`src/rtl/ann_seq_pkg.sv`:
```
// rtl/ann_seq_pkg.sv - state encoding, default sizes and layer-mask slicing for ann_layer_sequencer
package ann_seq_pkg;

  typedef logic [2:0] state_t;

  localparam state_t S_IDLE   = 3'd0;
  localparam state_t S_LOAD   = 3'd1;
  localparam state_t S_FIRE   = 3'd2;
  localparam state_t S_WAIT_N = 3'd3;
  localparam state_t S_ACT    = 3'd4;
  localparam state_t S_WAIT_A = 3'd5;
  localparam state_t S_NEXT   = 3'd6;
  localparam state_t S_DONE   = 3'd7;

  localparam int DEF_N_LAYERS    = 3;
  localparam int DEF_MAX_NEURONS = 9;
  localparam int DEF_LAYER_W     = 2;
  localparam int DEF_TIMEOUT     = 255;

  // Flat masks are zero-extended to this width before slicing
  localparam int MASK_EXT_W = 256;

  // Returns the neuron mask of layer idx (n neurons per layer) in the low bits
  function automatic logic [31:0] layer_slice(input logic [MASK_EXT_W-1:0] mask,
                                              input int unsigned idx,
                                              input int unsigned n);
    return 32'(mask >> (idx * n));
  endfunction

endpackage

```
`src/rtl/ann_rdy_collect.sv`:
```
// rtl/ann_rdy_collect.sv - sticky neuron-ready collector with clear and all-seen compare
module ann_rdy_collect
  import ann_seq_pkg::*;
#(
  parameter int MAX_NEURONS = DEF_MAX_NEURONS
) (
  input  logic                   clk,
  input  logic                   rst,
  input  logic                   i_clr,
  input  logic                   i_acc,
  input  logic [MAX_NEURONS-1:0] i_rdy,
  input  logic [MAX_NEURONS-1:0] i_mask,
  output logic                   o_all_seen
);

  logic [MAX_NEURONS-1:0] r_seen;
  logic [MAX_NEURONS-1:0] w_hit;

  assign w_hit = i_rdy & i_mask;
  // The current cycle's ready counts immediately so a layer can leave WAIT_N after one cycle
  assign o_all_seen = ((r_seen | w_hit) == i_mask);

  // Clear wins over accumulate so readies seen while firing never count
  always_ff @(posedge clk or negedge rst) begin
    if (!rst) begin
      r_seen <= '0;
    end else if (i_clr) begin
      r_seen <= '0;
    end else if (i_acc) begin
      r_seen <= r_seen | w_hit;
    end
  end

endmodule

```
`src/rtl/ann_layer_sequencer.sv`:
```
// rtl/ann_layer_sequencer.sv - per-layer load/fire/collect/activate sequencer; optional watchdog via ANN_SEQ_WATCHDOG_EN
module ann_layer_sequencer
  import ann_seq_pkg::*;
#(
  parameter int N_LAYERS    = DEF_N_LAYERS,
  parameter int MAX_NEURONS = DEF_MAX_NEURONS,
  parameter int LAYER_W     = DEF_LAYER_W,
  parameter int TIMEOUT     = DEF_TIMEOUT
) (
  input  logic                            clk,
  input  logic                            rst,
  input  logic                            i_start,
  input  logic                            i_cont,
  input  logic                            i_abort,
  input  logic [N_LAYERS*MAX_NEURONS-1:0] i_layer_mask,
  input  logic [MAX_NEURONS-1:0]          i_neuron_rdy,
  input  logic                            i_act_rdy,
  output logic [N_LAYERS-1:0]             o_load_en,
  output logic [MAX_NEURONS-1:0]          o_neuron_en,
  output logic                            o_act_en,
  output logic                            o_out_load,
  output logic [LAYER_W-1:0]              o_layer_idx,
  output logic                            o_busy,
  output logic                            o_done,
  output logic                            o_err
);

  localparam logic [N_LAYERS-1:0] LOAD_ONE = 1;
  localparam logic [LAYER_W-1:0]  LAST_IDX = LAYER_W'(N_LAYERS - 1);

  // Elaboration guard against parameter sets the slicing and index logic cannot serve
  if ((1 << LAYER_W) < N_LAYERS || MAX_NEURONS > 32 ||
      N_LAYERS * MAX_NEURONS > MASK_EXT_W || TIMEOUT < 1) begin : g_bad_params
    $error("ann_layer_sequencer: unsupported parameter set");
  end

  state_t                          r_state;
  state_t                          w_state_nxt;
  logic [LAYER_W-1:0]              r_layer_idx;
  logic [LAYER_W-1:0]              w_idx_nxt;
  logic [N_LAYERS*MAX_NEURONS-1:0] r_mask;
  logic                            w_capture;
  logic [MAX_NEURONS-1:0]          w_cur_mask;
  logic                            w_all_seen;
  logic                            w_wd_expired;

  assign w_cur_mask = MAX_NEURONS'(layer_slice(MASK_EXT_W'(r_mask), 32'(r_layer_idx), MAX_NEURONS));

  ann_rdy_collect #(.MAX_NEURONS(MAX_NEURONS)) u_rdy_collect (
    .clk        (clk),
    .rst        (rst),
    .i_clr      ((r_state == S_FIRE) || (r_state == S_IDLE) || i_abort),
    .i_acc      (r_state == S_WAIT_N),
    .i_rdy      (i_neuron_rdy),
    .i_mask     (w_cur_mask),
    .o_all_seen (w_all_seen)
  );

  // Next-state and layer-index decode; abort overrides every other transition
  always_comb begin
    w_state_nxt = r_state;
    w_idx_nxt   = r_layer_idx;
    w_capture   = 1'b0;
    case (r_state)
      S_IDLE: begin
        if (i_start) begin
          w_state_nxt = S_LOAD;
          w_idx_nxt   = '0;
          w_capture   = 1'b1;
        end
      end
      S_LOAD:   w_state_nxt = S_FIRE;
      S_FIRE:   w_state_nxt = S_WAIT_N;
      S_WAIT_N: begin
        if (w_all_seen)        w_state_nxt = S_ACT;
        else if (w_wd_expired) w_state_nxt = S_IDLE;
      end
      S_ACT:    w_state_nxt = S_WAIT_A;
      S_WAIT_A: begin
        if (i_act_rdy)         w_state_nxt = S_NEXT;
        else if (w_wd_expired) w_state_nxt = S_IDLE;
      end
      S_NEXT: begin
        if (r_layer_idx == LAST_IDX) begin
          w_state_nxt = S_DONE;
        end else begin
          w_state_nxt = S_LOAD;
          w_idx_nxt   = r_layer_idx + LAYER_W'(1);
        end
      end
      S_DONE: begin
        if (i_cont) begin
          w_state_nxt = S_LOAD;
          w_idx_nxt   = '0;
          w_capture   = 1'b1;
        end else begin
          w_state_nxt = S_IDLE;
        end
      end
      default:  w_state_nxt = S_IDLE;
    endcase
    if (i_abort) begin
      w_state_nxt = S_IDLE;
      w_capture   = 1'b0;
    end
    if (w_state_nxt == S_IDLE) begin
      w_idx_nxt = '0;
    end
  end

  // State, layer index and the per-run mask snapshot
  always_ff @(posedge clk or negedge rst) begin
    if (!rst) begin
      r_state     <= S_IDLE;
      r_layer_idx <= '0;
      r_mask      <= '0;
    end else begin
      r_state     <= w_state_nxt;
      r_layer_idx <= w_idx_nxt;
      if (w_capture) begin
        r_mask <= i_layer_mask;
      end
    end
  end

`ifdef ANN_SEQ_WATCHDOG_EN
  localparam int CNT_W = ($clog2(TIMEOUT + 1) > 8) ? $clog2(TIMEOUT + 1) : 8;

  logic [CNT_W-1:0] r_wd_cnt;
  logic             r_err;
  logic             w_in_wait;
  logic             w_wd_trip;

  assign w_in_wait    = (r_state == S_WAIT_N) || (r_state == S_WAIT_A);
  assign w_wd_expired = w_in_wait && (r_wd_cnt == CNT_W'(TIMEOUT - 1));
  assign w_wd_trip    = !i_abort && w_wd_expired &&
                        ((r_state == S_WAIT_N && !w_all_seen) ||
                         (r_state == S_WAIT_A && !i_act_rdy));

  // Wait-cycle counter: zero outside the wait states, counts while a wait persists
  always_ff @(posedge clk or negedge rst) begin
    if (!rst) begin
      r_wd_cnt <= '0;
    end else if (w_in_wait && w_state_nxt == r_state) begin
      r_wd_cnt <= r_wd_cnt + CNT_W'(1);
    end else begin
      r_wd_cnt <= '0;
    end
  end

  // Sticky error: set on a watchdog trip, cleared only by a start accepted in IDLE
  always_ff @(posedge clk or negedge rst) begin
    if (!rst) begin
      r_err <= 1'b0;
    end else if (w_wd_trip) begin
      r_err <= 1'b1;
    end else if (r_state == S_IDLE && w_capture) begin
      r_err <= 1'b0;
    end
  end

  assign o_err = r_err;
`else
  assign w_wd_expired = 1'b0;
  assign o_err        = 1'b0;
`endif

  assign o_load_en   = (r_state == S_LOAD) ? (LOAD_ONE << r_layer_idx) : '0;
  assign o_neuron_en = (r_state == S_FIRE) ? w_cur_mask : '0;
  assign o_act_en    = (r_state == S_ACT);
  assign o_out_load  = (r_state == S_DONE);
  assign o_done      = (r_state == S_DONE);
  assign o_busy      = (r_state != S_IDLE);
  assign o_layer_idx = r_layer_idx;

endmodule

```
`config.mk`:
```
export PLATFORM = sky130hd
export DESIGN_NAME = ann_layer_sequencer
export DESIGN_NICKNAME = d
export VERILOG_FILES = /design/src/rtl/ann_seq_pkg.sv /design/src/rtl/ann_rdy_collect.sv /design/src/rtl/ann_layer_sequencer.sv
export SDC_FILE = /design/constraint.sdc
export NUM_CORES = 1
export LEC_CHECK = 0
export ABC_CLOCK_PERIOD_IN_PS = 3710
export CORE_MARGIN = 1.5
export CORE_UTILIZATION = 40
export DETAILED_ROUTE_END_ITERATION = 16
export HOLD_SLACK_MARGIN = 0.06
export PLACE_DENSITY = 0.76
export REMOVE_ABC_BUFFERS = 1
export SYNTH_ARGS = -nofsm -noshare
export SYNTH_HDL_FRONTEND = slang
export SYNTH_SLANG_ARGS = --single-unit
```
`constraint.sdc`:
```
create_clock -name clk -period 3.71 [get_ports clk]
set_input_delay 0.5565 -clock clk [delete_from_list [all_inputs] [get_ports clk]]
set_output_delay 0.5565 -clock clk [all_outputs]
set_load 0.05 [all_outputs]
```
==> results of run 1 <==
-- worst register-to-register path, stage by stage, from the launching register on --
cell       delay (ps)
dfrtp_1           680
nor2b_1           470
o2bb2ai_1         220
mux2_2            410
a2111oi_4         340
a31oi_1           150
o21a_1            190
-- state kept, by name (all words and copies together), names as in the netlist --
name                  flops
r_state                   3
r_mask                   27
o_layer_idx               2
u_rdy_collect.r_seen      9
-- per-layer routing --
layer	track usage, %	up-vias	part of all wire, %
met4	6.316	0	1.3
met1	25.11	912	47
met3	4.483	7	5.1
met5	0	-	0
met2	29.74	60	47
li1	-	907	-
-- cell type report --
class                      instances  share of cell area (%)
clock buffer                       6                   2.712
clock inverter                     2                   1.233
inverter                          10                   1.233
multi-input combinational        161                   38.46
sequential                        41                   33.69
tap                               72                   2.958
timing repair buffer              61                   19.72
-- cell families after synthesis --
| logic type | Yosys count | share of synthesized area [%] |
|---|---|---|
| buf+inv | 23 | 5.029 |
| fa+ha+maj | 3 | 1.623 |
| compound gates | 39 | 13.03 |
| simple gates | 79 | 17.14 |
| flops | 41 | 44.35 |
| other cells | 1 | 0.1621 |
| mux | 39 | 18.66 |
-- final timing paths --
kind / cells after the start / end
setup / recovery: 5 / o_neuron_en[0]
hold / removal: 1 / r_mask[17]$_DFFE_PN0P_
setup reg to reg: 6 / r_state[0]$_DFF_PN0_
hold reg to reg: 1 / r_mask[26]$_DFFE_PN0P_
max in group asynchronous: 1 / r_state[2]$_DFF_PN0_
min in group clk: 1 / r_mask[26]$_DFFE_PN0P_
-- metrics by stage --
step	setup slack, ps	util, %	std cells	instance area [µm²]
after floorplan	764.7	-	212	2235
after global placement	840.4	52.80	345	2925
after detailed placement	779.1	52.80	345	2925
after CTS	423.3	54.97	353	3045
after global routing	239.7	54.97	353	3045
final	437.4	54.97	353	3045
-- Yosys cell counts, types with 3 or more instances --
cell / number / area (µm²)
mux2i_1: 9 / 90.09
buf_2: 3 / 15.01
nand2_1: 18 / 67.56
ha_1: 3 / 37.54
nor2b_1: 5 / 31.28
dfrtp_1: 41 / 1026
o21ai_0: 8 / 40.04
a21oi_1: 5 / 25.02
a31oi_1: 5 / 31.28
o21a_1: 5 / 37.54
mux2_2: 29 / 326.6
and3_1: 5 / 31.28
nor2_1: 24 / 90.09
nor3_1: 6 / 30.03
inv_1: 10 / 37.54
nand3b_1: 4 / 30.03
nor3b_1: 5 / 37.54
clkbuf_1: 6 / 22.52
-- power breakdown --
| group | internal, µW | switching (µW) | total [µW] |
|---|---|---|---|
| Combinational | 206 | 201 | 407 |
| Sequential | 539 | 61.2 | 600 |
| Clock | 219 | 161 | 380 |
| Total | 964 | 423 | 1390 |
==> out/results.ini, run 1 <==
[worst_hold_path]
hp-class=in2async

[global_route]
grt_start_max_net_pins=42
overflow=0
grt_pass1_wl_mm=9.018
antenna_found_initial=0
grt_pass1_vias=1903
grt.total_usage_pct=18.74

[cells_and_area]
fill_cells=521
diodes=0
layout-drive-gt1-share_pct=17.44
seqCellArea_um2=1026
nets=325
multi_input_area_um2=1171
layout_common_cells=58 x clkdlybuf4s50_1, 41 x dfrtp_1, 29 x mux2_2
final_common_cell=clkdlybuf4s50_1
syn2layout_area_growth_pct=31.64

[critical_path]
cp_common_cell=nor2_1
setup.worst_path.end_class=output port
slowest_delay_ps=860
crit_buf_inv=1
crit_fanout=20
cp_top_family=flip-flops
crit_arrival_ps=2720
cp_slowest_cell=dfrtp_1
path_cells=mux2i_1 -> nor2_1 -> a21oi_1 -> nor2_1 -> clkdlybuf4s50_1
cp.required_ps=3150
crit_type=reg2out
critPathLaunchType=register
r2r_slack_ps=1150
rr_startpoint=o_layer_idx[0]$_DFFE_PN0P_
startpoint=o_layer_idx[0]$_DFFE_PN0P_

[timing]
tightest_slew_ps=908.5
whs_ps=386.5
skew_ps=10.69
timing.final.crit_share_pct=88.21
period_needed_ps=3273
setup_viol=0
finalHoldViolCount=0
rsz0062_at_grt=false
max_freq_mhz=305.6
maxSlewHeadroom_pct=39.43
finalSetupTns_ps=0
drv_slew=0

[logic_synthesis]
syn_avg_cell_area_um2=10.28
ys_seq_elements=41
synth_cells=225
synth_cell_type_count=45
yosysSeqAreaShare_pct=44.35
synth_edf_count=0
ys.flop_type=dfrtp_1
netlist_area_um2=2313
synthArstFlopShare_pct=100.0
synth-warning-count=0

[clock_tree]
cts_hold_buf=0
cts_made_buffers=5
clk_latency_ps=300
clkTransAtPathRegs_ps=70
clk_path_buf_depth=2
clock_sinks=41
cts_resized=0
cts_setup_buffers=0
cts_tree=yes
cts_htree_levels=2
cts_root_buffer=clkbuf_8

[floorplanning]
die_x_um=79.05
initial_utilization_pct=41.76
die_area_um2=6249
io_pins=61
core-area_um2=5540
chipHeight_um=79.05
row_count=27

[placement]
dp_hpwl_mm=3.990
place.gp.congestion=0.8374
portBuffers=59

[routing]
finalWirelength_mm=5.398
drt_iter0_drc=113
via_count=1886
viasPerCell=5.343
drc=0
dr.pass1.iters=4
final_antenna_net_count=0
post_drt_wl_per_cell_um=15.29

[pwr]
powerDensity_nw_per_um2=455.5
p_leak_uw=0.001205
p_total_uw=1387
ir_drop_v=0.0002082

[run_status]
outcome=completed

[run]
cap_violations=0

(Power assumes the default switching activity.)
==> run 2: changes to the inputs <==
--- a/config.mk
+++ b/config.mk
@@ -12,6 +12,7 @@
 export HOLD_SLACK_MARGIN = 0.06
 export PLACE_DENSITY = 0.76
 export REMOVE_ABC_BUFFERS = 1
+export SETUP_SLACK_MARGIN = 0.3
 export SYNTH_ARGS = -nofsm -noshare
 export SYNTH_HDL_FRONTEND = slang
 export SYNTH_SLANG_ARGS = --single-unit
==> run 2 against run 1 <==
Compared with the run above:
- first-iteration DRC count rose by 4.4%
- sequential share of layout area barely moved
- hold slack got worse by 4.6 ps
- total power barely moved
- register-to-register slack improved by 160 ps
- non-clock buffer count did not move
- flip-flop and latch count did not move
- setup slack improved by 190 ps
- cell area barely moved
- critical path type unchanged
- largest cell class unchanged
==> out/results.ini, run 2 (synthesis results as in run 1) <==
[run_status]
outcome=completed

[floorplanning]
initial_utilization_pct=41.76  ; unchanged
core-area_um2=5540  ; unchanged
die_x_um=79.05  ; unchanged
io_pins=61  ; unchanged
chipHeight_um=79.05  ; unchanged
row_count=27  ; unchanged
die_area_um2=6249  ; unchanged

[critical_path]
crit_fanout=20  ; unchanged
crit_type=reg2out
cp.required_ps=3150  ; about the same
rr_startpoint=o_layer_idx[0]$_DFFE_PN0P_
rr_worst_depth=6  ; unchanged
crit_arrival_ps=2530  ; -190 ps
r2r_slack_ps=1310  ; +160 ps
critPathLaunchType=register
startpoint=o_layer_idx[0]$_DFFE_PN0P_
setup.worst_path.end_class=output port
rr_endpoint=r_state[0]$_DFF_PN0_

[routing]
via_count=1892  ; +0.32%
drc=0  ; unchanged
drt_iter0_drc=118  ; +4.4%
viasPerCell=5.360  ; +0.32%
final_antenna_net_count=0  ; unchanged
post_drt_wl_per_cell_um=15.30  ; about the same
dr.pass1.iters=4  ; unchanged
finalWirelength_mm=5.401  ; about the same

[clock_tree]
clk_latency_ps=300  ; about the same
cts_root_buffer=clkbuf_8
clkTransAtPathRegs_ps=90  ; +20 ps
cts_setup_buffers=0  ; unchanged
cts_tree=yes
clk_path_buf_depth=2  ; unchanged
cts_made_buffers=5  ; unchanged
clock_sinks=41  ; unchanged
cts_htree_levels=2  ; unchanged

[cells_and_area]
nets=325  ; unchanged
top_register=r_mask
largest_register_ffs=27  ; unchanged
layout-drive-gt1-share_pct=17.79  ; +0.36 points
syn2layout_area_growth_pct=31.69  ; about the same
diodes=0  ; unchanged
layout_common_cells=58 x clkdlybuf4s50_1, 40 x dfrtp_1, 29 x mux2_2
fill_cells=522  ; +0.19%
largestRegisters=r_mask x27, u_rdy_collect.r_seen x9, r_state x3
final_common_cell=clkdlybuf4s50_1
final_area_um2=3047  ; about the same

[placement]
dp_hpwl_mm=3.990  ; unchanged
place.gp.congestion=0.8374  ; unchanged
place_area_um2=2925  ; unchanged
portBuffers=59  ; unchanged
pre_cts_slack_ps=779.1  ; unchanged

[pwr]
p_leak_uw=0.001204  ; -0.14%
p_total_uw=1386  ; about the same
powerDensity_nw_per_um2=454.9  ; -0.13%
ir_drop_v=0.0002083  ; about the same

[global_route]
overflow=0  ; unchanged
antenna_found_initial=0  ; unchanged
grt_start_max_net_pins=42  ; unchanged
grt_pass1_wl_mm=9.018  ; unchanged
grt_pass1_vias=1903  ; unchanged
grt.total_usage_pct=18.74  ; unchanged

[timing]
period_needed_ps=3086  ; -186.9 ps
tightest_slew_ps=910.1  ; +1.548 ps
finalSetupTns_ps=0  ; unchanged
max_freq_mhz=324.1  ; +6.1%
rsz0062_at_grt=false
whs_ps=381.9  ; -4.586 ps
skew_ps=10.82  ; +0.1261 ps
maxSlewHeadroom_pct=39.33  ; -0.10 points
finalHoldViolCount=0  ; unchanged
setup_viol=0  ; unchanged
timing.final.crit_share_pct=83.17  ; -5.0 points
worst_slack_ps=624.3  ; +186.9 ps
drv_slew=0  ; unchanged

[run]
cap_violations=0  ; unchanged

[worst_hold_path]
hp-class=in2async

[run 2: worst max-delay path by stage]
| stage | slack (ps) | end |
|---|---|---|
| after floorplan | 760 | r_mask[0]$_DFFE_PN0P_ |
| after global placement | 840 | o_neuron_en[4] |
| after detailed placement | 780 | o_neuron_en[0] |
| after CTS | 420 | o_neuron_en[0] |
| after global routing | 500 | o_neuron_en[0] |
| final | 620 | o_neuron_en[0] |
[run 2: routing by layer]
layer	up-vias	GRT usage, %	wire length, µm
met4	0	6.316	68
met2	64	29.74	2565
met1	914	25.11	2503
li1	907	-	-
met5	-	0	0
met3	7	4.483	265
[run 2: cell type report]
cell class	instances	area, µm²	share of cell area (%)
Multi-Input combinational cell	161	1171	38.44
Timing Repair Buffer	61	600.6	19.71
Sequential cell	41	1027	33.72
Tap cell	72	90.09	2.957
Clock inverter	2	37.54	1.232
Clock buffer	6	82.58	2.710
Inverter	10	37.54	1.232
[run 2: report_power, final]
part           leakage [µW]  switching, µW  internal [µW]  total, µW
clock network     0.0000574            160            219        379
logic              0.000636            201            206        407
registers          0.000510           61.1            539        600
[run 2: timing repair]
item | in CTS | in global routing
setup endpoints to repair | 0 | 1
hold buffers | 0 | 0
resized for setup | 0 | 1
[run 2: through the flow]
stage | util (%) | cells
after detailed placement | 52.80 | 345
final | 54.99 | 353
after global placement | 52.80 | 345
after global routing | 54.99 | 353
after floorplan | - | 212
after CTS | 54.97 | 353
[run 2: critical path: stages (launching register included)]
cell and delay (ps):
dfrtp_2 580, nor2b_1 400, a21oi_1 240, nor2_1 190, clkdlybuf4s50_1 830
